==> config.mk <==
export PLATFORM = sky130hd
export DESIGN_NAME = irq_ctrl_flat
export DESIGN_NICKNAME = d
export VERILOG_FILES = /design/src/rtl/irq_ctrl_pkg.sv /design/src/rtl/wishbone_if.sv /design/src/rtl/irq_ctrl_prio_enc.sv /design/src/rtl/irq_ctrl.sv /design/src/flat_wrapper.sv
export SDC_FILE = /design/constraint.sdc
export NUM_CORES = 1
export LEC_CHECK = 0
export ABC_AREA = 1
export CORE_ASPECT_RATIO = 1.75
export CORE_MARGIN = 2
export CORE_UTILIZATION = 44
export CTS_BUF_LIST = sky130_fd_sc_hd__clkbuf_8
export DETAILED_ROUTE_END_ITERATION = 8
export GPL_TIMING_DRIVEN = 0
export HOLD_SLACK_MARGIN = 0.12
export PLACE_DENSITY_LB_ADDON = 0.05
export SYNTH_ARGS = -nofsm -noshare
export SYNTH_HDL_FRONTEND = slang
export SYNTH_SLANG_ARGS = --single-unit
==> constraint.sdc <==
create_clock -name clk_i -period 2.5 [get_ports clk_i]
set_input_delay 0.375 -clock clk_i [delete_from_list [all_inputs] [get_ports clk_i]]
set_output_delay 0.375 -clock clk_i [all_outputs]
set_load 0.02 [all_outputs]
==> src/rtl/irq_ctrl_pkg.sv <==
// irq_ctrl_pkg: register map, source slots and shared helpers
// for the external interrupt controller.
package irq_ctrl_pkg;

    localparam int NUM_IRQ_SRC = 8;
    localparam int IRQ_ID_W    = 5;

    localparam logic [2:0] IRQ_PENDING_OFF  = 3'd0;
    localparam logic [2:0] IRQ_ENABLE_OFF   = 3'd1;
    localparam logic [2:0] IRQ_EDGE_SEL_OFF = 3'd2;
    localparam logic [2:0] IRQ_CLAIM_OFF    = 3'd3;
    localparam logic [2:0] IRQ_COMPLETE_OFF = 3'd4;

    localparam int IRQ_SRC_UART_RX     = 0;
    localparam int IRQ_SRC_UART_TX     = 1;
    localparam int IRQ_SRC_UART_RXFIFO = 2;
    localparam int IRQ_SRC_UART_TXFIFO = 3;

    // Expand 4 byte selects into a 32-bit write mask.
    function automatic logic [31:0] sel_to_mask(input logic [3:0] sel);
        logic [31:0] m;
        for (int b = 0; b < 4; b++) begin
            m[b*8 +: 8] = {8{sel[b]}};
        end
        return m;
    endfunction

endpackage

==> src/rtl/wishbone_if.sv <==
// wishbone_if: pipelined Wishbone bundle with master and
// slave views; addr is a word address.
interface wishbone_if #(
    parameter int AW = 32,
    parameter int DW = 32
);
    logic            cyc;
    logic            stb;
    logic            we;
    logic [AW-1:0]   addr;
    logic [DW/8-1:0] sel;
    logic [DW-1:0]   wdata;
    logic [DW-1:0]   rdata;
    logic            ack;
    logic            stall;
    logic            err;
    logic            rty;

    modport MASTER (
        output cyc, stb, we, addr, sel, wdata,
        input  rdata, ack, stall, err, rty
    );

    modport SLAVE (
        input  cyc, stb, we, addr, sel, wdata,
        output rdata, ack, stall, err, rty
    );
endinterface

==> src/rtl/irq_ctrl_prio_enc.sv <==
// irq_prio_enc: lowest-index-wins priority encoder.
// id is index+1; id 0 means no request.
module irq_prio_enc
    import irq_ctrl_pkg::*;
#(
    parameter int NUM_SRC = NUM_IRQ_SRC
) (
    input  logic [NUM_SRC-1:0]  req,
    output logic                valid,
    output logic [IRQ_ID_W-1:0] id
);

    // Scan downwards so the lowest set index is written last.
    always_comb begin
        valid = |req;
        id    = '0;
        for (int i = NUM_SRC - 1; i >= 0; i--) begin
            if (req[i]) begin
                id = IRQ_ID_W'(i + 1);
            end
        end
    end

endmodule

==> src/rtl/irq_ctrl.sv <==
// irq_ctrl: Wishbone external interrupt controller with
// pending/enable/edge-select registers and claim/complete.
module irq_ctrl
    import irq_ctrl_pkg::*;
#(
    parameter int                 NUM_SRC      = NUM_IRQ_SRC,
    parameter logic [NUM_SRC-1:0] RST_EDGE_SEL = '0
) (
    input  logic               clk_i,
    input  logic               rst_i,
    wishbone_if.SLAVE          wb_if,
    input  logic [NUM_SRC-1:0] src_i,
    output logic               irq_o
);

    logic [NUM_SRC-1:0]  pending;
    logic [NUM_SRC-1:0]  enable;
    logic [NUM_SRC-1:0]  edge_sel;
    logic [NUM_SRC-1:0]  src_q;
    logic                busy;
    logic [IRQ_ID_W-1:0] claimed_id;
    logic                ack;
    logic [31:0]         rdata;

    logic                req;
    logic                rd;
    logic                wr;
    logic [2:0]          off;
    logic [NUM_SRC-1:0]  wmask;
    logic [NUM_SRC-1:0]  wbits;
    logic [NUM_SRC-1:0]  active;
    logic                act_valid;
    logic [IRQ_ID_W-1:0] act_id;
    logic                claim_ok;
    logic                complete_ok;
    logic [NUM_SRC-1:0]  claim_clr;
    logic [NUM_SRC-1:0]  w1c;
    logic [NUM_SRC-1:0]  rise;
    logic [NUM_SRC-1:0]  pend_next;
    logic [31:0]         rdata_d;
    logic                unused_bits;

    assign req   = wb_if.cyc & wb_if.stb;
    assign rd    = req & ~wb_if.we;
    assign wr    = req & wb_if.we;
    assign off   = wb_if.addr[2:0];
    assign wmask = NUM_SRC'(sel_to_mask(wb_if.sel));
    assign wbits = wb_if.wdata[NUM_SRC-1:0];

    assign wb_if.ack   = ack;
    assign wb_if.rdata = rdata;
    assign wb_if.stall = 1'b0;
    assign wb_if.err   = 1'b0;
    assign wb_if.rty   = 1'b0;

    assign unused_bits = ^{wb_if.addr, wb_if.wdata};

    assign active = pending & enable;

    irq_prio_enc #(
        .NUM_SRC (NUM_SRC)
    ) u_enc (
        .req   (active),
        .valid (act_valid),
        .id    (act_id)
    );

    assign claim_ok = rd & (off == IRQ_CLAIM_OFF)
                    & ~busy & act_valid;

    assign complete_ok = wr & (off == IRQ_COMPLETE_OFF)
                       & wb_if.sel[0] & busy
                       & (wb_if.wdata[IRQ_ID_W-1:0] == claimed_id);

    assign w1c = (wr & (off == IRQ_PENDING_OFF) & wb_if.sel[0])
               ? wbits : '0;

    assign rise = src_i & ~src_q;

    // One-hot clear for the source being claimed.
    always_comb begin
        claim_clr = '0;
        for (int i = 0; i < NUM_SRC; i++) begin
            claim_clr[i] = claim_ok
                         && (act_id == IRQ_ID_W'(i + 1));
        end
    end

    // Edge sources hold until cleared; a new edge beats a clear.
    // Level sources simply follow their line.
    assign pend_next =
        (edge_sel & (rise | (pending & ~(w1c | claim_clr))))
      | (~edge_sel & src_i);

    // Read data mux; zero outside read cycles.
    always_comb begin
        rdata_d = '0;
        if (rd) begin
            unique case (off)
                IRQ_PENDING_OFF:  rdata_d = 32'(pending);
                IRQ_ENABLE_OFF:   rdata_d = 32'(enable);
                IRQ_EDGE_SEL_OFF: rdata_d = 32'(edge_sel);
                IRQ_CLAIM_OFF:    rdata_d = claim_ok
                                          ? 32'(act_id) : '0;
                default:          rdata_d = '0;
            endcase
        end
    end

    // Bus response: one-cycle ack with registered data.
    always_ff @(posedge clk_i) begin
        if (rst_i) begin
            ack   <= 1'b0;
            rdata <= '0;
        end else begin
            ack   <= req;
            rdata <= rdata_d;
        end
    end

    // Source sampling and pending state.
    always_ff @(posedge clk_i) begin
        if (rst_i) begin
            src_q   <= '0;
            pending <= '0;
        end else begin
            src_q   <= src_i;
            pending <= pend_next;
        end
    end

    // Software-writable enable and edge-select registers.
    always_ff @(posedge clk_i) begin
        if (rst_i) begin
            enable   <= '0;
            edge_sel <= RST_EDGE_SEL;
        end else begin
            if (wr && off == IRQ_ENABLE_OFF) begin
                enable <= (enable & ~wmask) | (wbits & wmask);
            end
            if (wr && off == IRQ_EDGE_SEL_OFF) begin
                edge_sel <= (edge_sel & ~wmask)
                          | (wbits & wmask);
            end
        end
    end

    // Claim/complete handshake tracking the in-service source.
    always_ff @(posedge clk_i) begin
        if (rst_i) begin
            busy       <= 1'b0;
            claimed_id <= '0;
        end else if (claim_ok) begin
            busy       <= 1'b1;
            claimed_id <= act_id;
        end else if (complete_ok) begin
            busy       <= 1'b0;
        end
    end

    // Registered request to the core.
    always_ff @(posedge clk_i) begin
        if (rst_i) begin
            irq_o <= 1'b0;
        end else begin
            irq_o <= ~busy & (|active);
        end
    end

endmodule

==> src/flat_wrapper.sv <==
// flat-port wrapper written by rule: the top's interface ports become plain ports
module irq_ctrl_flat import irq_ctrl_pkg::*;
#(
    parameter int                 NUM_SRC      = NUM_IRQ_SRC,
    parameter logic [NUM_SRC-1:0] RST_EDGE_SEL = '0
)
  (clk_i, rst_i, src_i, irq_o, wb_if_cyc, wb_if_stb, wb_if_we, wb_if_addr, wb_if_sel, wb_if_wdata, wb_if_rdata, wb_if_ack, wb_if_stall, wb_if_err, wb_if_rty);
  wishbone_if wb_if_i ();
  input  logic clk_i;
  input  logic rst_i;
  input  logic [NUM_SRC-1:0] src_i;
  output logic irq_o;
  input wire logic [$bits(wb_if_i.cyc)-1:0] wb_if_cyc;
  input wire logic [$bits(wb_if_i.stb)-1:0] wb_if_stb;
  input wire logic [$bits(wb_if_i.we)-1:0] wb_if_we;
  input wire logic [$bits(wb_if_i.addr)-1:0] wb_if_addr;
  input wire logic [$bits(wb_if_i.sel)-1:0] wb_if_sel;
  input wire logic [$bits(wb_if_i.wdata)-1:0] wb_if_wdata;
  output wire logic [$bits(wb_if_i.rdata)-1:0] wb_if_rdata;
  output wire logic [$bits(wb_if_i.ack)-1:0] wb_if_ack;
  output wire logic [$bits(wb_if_i.stall)-1:0] wb_if_stall;
  output wire logic [$bits(wb_if_i.err)-1:0] wb_if_err;
  output wire logic [$bits(wb_if_i.rty)-1:0] wb_if_rty;
  assign wb_if_i.cyc = wb_if_cyc;
  assign wb_if_i.stb = wb_if_stb;
  assign wb_if_i.we = wb_if_we;
  assign wb_if_i.addr = wb_if_addr;
  assign wb_if_i.sel = wb_if_sel;
  assign wb_if_i.wdata = wb_if_wdata;
  assign wb_if_rdata = wb_if_i.rdata;
  assign wb_if_ack = wb_if_i.ack;
  assign wb_if_stall = wb_if_i.stall;
  assign wb_if_err = wb_if_i.err;
  assign wb_if_rty = wb_if_i.rty;
  irq_ctrl #(.NUM_SRC(NUM_SRC), .RST_EDGE_SEL(RST_EDGE_SEL)) u_core (.clk_i(clk_i), .rst_i(rst_i), .wb_if(wb_if_i), .src_i(src_i), .irq_o(irq_o));
endmodule
# Word-level counts from Yosys, hierarchy flattened
# Cells that the tools add are included.
# classes
eq_ne	13
mux	13
n_bitwise	33
reduce_logical	14
# op_table
operator	n
$pmux W32 S4	1
$and A8 B8 Y8	8
$mux W5	8
$or A8 B8 Y8	5
$not A8 Y8	4
$eq A5 B3 Y1 const B	4
$and A1 B1 Y1	13
$eq A5 B2 Y1 const B	2
$logic_and A1 B1 Y1	10
$mux W8	1
$reduce_or A8 Y1	1
$eq A3 B2 Y1 const B	2
$eq A5 B1 Y1 const B	1
$eq A5 B4 Y1 const B	1
$eq A5 B5 Y1	1
$mux W4	1
$eq A3 B1 Y1 const B	1
$eq A3 B3 Y1 const B	1
$logic_not A3 Y1	1
$not A1 Y1	3
$mux W1	2
$reduce_bool A2 Y1	1
$reduce_or A2 Y1	1
# totals
reg_bits	72
output_inout_bits	37
elab_cells	82

# Logic depth before layout (Yosys ltp)
# logic_depth
word_depth	17
ltp_mapped	11
mapped_depth_nobuf	11

# By module
# Synthesis repeated with hierarchy kept, for this count alone.
# hier_totals
cells_unflattened	390
area_unflattened_um2	2542.4
# by_module_without_submodules
mod	instances	cells_per_inst	area_each_um2	seq_area_each_um2
irq_ctrl	1	364	2414.8	960.9
irq_prio_enc	1	26	127.6	0.0

# Worst setup path after synthesis
# Ideal clock, no wire load.
# synth_path
path_type	input port to flip-flop
from	in wb_if_cyc
to	reg u_core.pending[5]
setup_time_ns	0.117
arrival_time_ns	1.114
t_required_ns	2.383
path_slack_ns	1.269
path_stages	9
path_buffers	0
path_cell_list	nand2_1 -> nor2_2 -> nand2_2 -> nor2_4 -> nand2_4 -> nor2_4 -> inv_2 -> o21bai_1 -> nand2_1
# synth_via
elab_chain_len	12
elab_cells_between_ends	16
cone_classes	mux (1); bitwise (14); reduce/logical (1)
# synth_lines
element	line_no	text
start: declaration	flat_wrapper.sv:13	input wire logic [$bits(wb_if_i.cyc)-1:0] wb_if_cyc;
$and A1 B1 Y1 *	irq_ctrl.sv:43	assign req = wb_if.cyc & wb_if.stb;
$and A1 B1 Y1	irq_ctrl.sv:44	assign rd = req & ~wb_if.we;
$and A1 B1 Y1	irq_ctrl.sv:68	assign claim_ok = rd & (off == IRQ_CLAIM_OFF)
$and A1 B1 Y1 (2 in series)	irq_ctrl.sv:69	& ~busy & act_valid;
$logic_and A1 B1 Y1	irq_ctrl.sv:85	&& (act_id == IRQ_ID_W'(i + 1));
$or A8 B8 Y8 *	irq_ctrl.sv:92	(edge_sel & (rise | (pending & ~(w1c | claim_clr))))
$not A8 Y8 *	irq_ctrl.sv:92	
$and A8 B8 Y8 *	irq_ctrl.sv:92	
$or A8 B8 Y8 *	irq_ctrl.sv:92	
$and A8 B8 Y8 *	irq_ctrl.sv:92	
$or A8 B8 Y8 *	irq_ctrl.sv:93	| (~edge_sel & src_i);
end signal: assignment	irq_ctrl.sv:128	pending <= pend_next;
end: declaration	irq_ctrl.sv:16	logic [NUM_SRC-1:0] pending;
# Every way passes the cells marked *; elsewhere a longest branch is shown, timed or not.
# A chain may end at the register's enable or synchronous reset.

# Worst setup path after layout
# layout_path
from	in wb_if_addr[2]
to	reg u_core.rdata[3], in the netlist u_core.wb_if.rdata[3]
# layout_via
elab_chain_len	6
elab_cells_between_ends	9
cone_classes	eq/ne (3); mux (2); bitwise (3); reduce/logical (1)
# layout_lines
element	line_no	text
start: declaration	flat_wrapper.sv:16	input wire logic [$bits(wb_if_i.addr)-1:0] wb_if_addr;
$eq A3 B2 Y1	irq_ctrl.sv:68, irq_ctrl.sv:99	
$and A1 B1 Y1	irq_ctrl.sv:68	
$and A1 B1 Y1 (2 in series)	irq_ctrl.sv:69	
$mux W5	irq_ctrl.sv:104	? 32'(act_id) : '0;
$pmux W32 S4 *	irq_ctrl.sv:99	unique case (off)
end signal: assignment	irq_ctrl.sv:117	rdata <= rdata_d;
end: declaration	irq_ctrl.sv:23	logic [31:0] rdata;
# Marked as above.

==> key figures <==
Synthesis
  • Cell variety after synth: 29
  • Post-synthesis mux area share: 0
  • Simple-gate share of the synthesized area: 0.3126
  • Largest family of logic cells by synthesized area: simple AND/OR/NAND/NOR gates
  • Warnings, synthesis: 0
  • Largest area contributor in the netlist: dfxtp_1
  • Post-synth top area share: 0.4067
  • Syn Area/Cell: 6.906 sq um
  • Post-synthesis sequential area ratio: 0.4067
  • Synth top area cells: dfxtp_1, nand2_1, buf_4
  • Synth Area in Adders: 0
  • Syn Std Cell Area: 2313 sq um
  • Synthesis-stage register bit count: 47
  • Mapped Cells: 335
  • Synth Area in Compound Gates: 0.1109
  • Post-Synth XOR/XNOR Area: 0.007572

CTS
  • TritonCTS clock tree: done
  • Skew-Pair Late Insertion Delay: 0.30 ns
  • Setup bufs post-CTS: 0
  • Root buffer cell: clkbuf_8
  • # hold bufs at CTS: 0
  • CTS sink cnt: 47
  • Bufs on Longest Clock Path: 2
  • CTS Buf Count: 5
  • CTS H-Tree Depth: 2
  • Clock transition at path regs: 0.09 ns
  • CTS resizes: 0

Timing
  • Setup_tns: 0 ns
  • Count of final hold-check violations: 0
  • Clock skew: 0.004430 ns
  • Period utilisation layout: 0.6765
  • Fmax: 0.5913 GHz
  • RSZ-0062 raised after global routing: false
  • Final setup vio count: 0
  • Fin crit period: 1.691 ns
  • Final Slew Violations: 0
  • Post-route setup slack: 0.8088 ns

Route
  • Top sig layer: met4
  • Residual DRC: 6
  • Routed wire per std cell: 13.12 um
  • Routed WL: 5.994 mm
  • Drt pass-1 iters: 6
  • DR vias: 2164
  • Met1 WL: 2.288 mm
  • ANT nets after route: 0
  • Met3 routed WL: 467 um
  • Drt first-iter violations: 71
  • Via density: 4.735
  • Met2 WL: 3.098 mm

Finish
  • Fillers: 540
  • Reg area: 940.9 sq um
  • N_diodes: 0
  • Fraction of layout cells with a size suffix above 1: 0.1343
  • Most frequent cells in the layout: nand2_1, dfxtp_1, nor2_1, inv_1, clkdlybuf4s50_1
  • Area of the multi-input gates: 1099 sq um
  • Leading cell type in the layout, fill and taps excluded: nand2_1
  • Post-layout util: 0.5666
  • Layout Nets: 482
  • Area Overhead vs Synth: 26.55%

Place
  • Count of input and output buffers: 33
  • Hpwl dp: 4.508 mm
  • GPL Wtd Cong: 0.9181
  • Setup WS pre-CTS: 0.4947 ns

Critical path
  • CP Launch Type: input pin
  • Crit path max fanout: 6
  • Critical path class: input pin to flop
  • Worst endpoint data arrival time: 1.88 ns
  • Crit path capture type: flop
  • Path depth of the worst reg2reg path: 7
  • R2R Setup Slk: 1.09 ns
  • Required @ worst endpoint: 2.69 ns

Floorplanning
  • Core area: 5167 sq um
  • Cell row count: 35
  • Ports: 118
  • Initial Util: 0.4477
  • Die footprint: 5877 sq um
  • Die width: 58.82 um
  • Height of the die: 99.93 um

Global route
  • Initial antenna violation count: 0
  • First-pass GRT wire length: 9.045 mm
  • Total GRT Usage: 0.2080
  • Largest net degree at the start of global routing: 15
  • Vias in the first global route: 1877
  • Gr ovfl total: 0

Power
  • Pleak: 1.460 nW
  • Total Power: 1.540 mW
  • Pwr Density: 525.8 nW/um^2
  • Peak supply drop: 444.6 uV

Hold path
  • Hold WC Path Type: flop to flop
  • Worst Hold Depth: 2

Run status
  • Failing checks: DRC
  • Status: complete, but fails checks

Job
  • Maxcap violations: 0
Yosys cell counts:
library cell	number
a21oi_1	19
a22o_1	1
buf_2	3
buf_4	27
clkbuf_1	2
conb_1	1
dfxtp_1	47
inv_1	34
inv_2	5
nand2_1	94
nand2_2	2
nand2_4	1
nand3_1	11
nand4_1	7
nand4_2	1
nor2_1	41
nor2_2	3
nor2_4	4
nor3_1	2
nor3b_1	1
o211ai_1	1
o21a_1	1
o21ai_0	18
o21ai_1	2
o21bai_1	3
o221ai_1	1
o22ai_1	1
xnor2_1	1
xor2_1	1
metal layers:
metal / up-vias / global-route usage
li1: 1129 / -
met2: 81 / 0.3598
met1: 942 / 0.2365
met5: - / 0
met3: 12 / 0.04124
met4: 0 / 0.09965
path summary, 6_finish.rpt:
| path | startpoint | end |
|---|---|---|
| min | u_core.claimed_id[1] | u_core.claimed_id[1] |
| max | wb_if_addr[2] | u_core.wb_if.rdata[3] |
| min reg2reg | u_core.claimed_id[1] | u_core.claimed_id[1] |
| max reg2reg | u_core.pending[5] | u_core.pending[1] |
power by group:
group	switching, mW	internal, mW	leakage (nW)
Sequential	0.00906	0.765	0.383
Clock	0.262	0.324	0.0612
Combinational	0.101	0.0785	1.02
through the flow:
stage	instances	hold WS, ns	cell area, sq um
after detailed placement	449	0.4562	2810
after CTS	457	0.4740	2928
after global placement	449	0.4498	2810
after global routing	457	0.4904	2928
final	457	0.4743	2928
after floorplan	361	0.4431	2411
worst max-delay path, cell delays in order:
cell             delay, ns
clkdlybuf4s50_1       0.52
inv_1                 0.08
nand2_1               0.24
inv_1                 0.23
a22o_1                0.25
nor2_1                0.10
a21oi_1               0.07
layout make-up:
type / instances / area share
buffer: 32 / 0.07692
clock buffer: 6 / 0.02821
multi-input combinational: 243 / 0.3752
sequential: 47 / 0.3214
tap: 55 / 0.02350
timing repair buffer: 33 / 0.1128
clock inverter: 2 / 0.01197
inverter: 39 / 0.05000
cell families (layout without fill, tap and decap cells):
logic type / Yosys count / count (layout)
AOI/OAI and AO/OA: 47 / 47
xor gates and xnor gates: 2 / 2
buffers and inverters: 71 / 112
DFF: 47 / 47
other: 1 / 27
and+or+nand+nor: 167 / 167
Power figures use the tool's default switching activity.
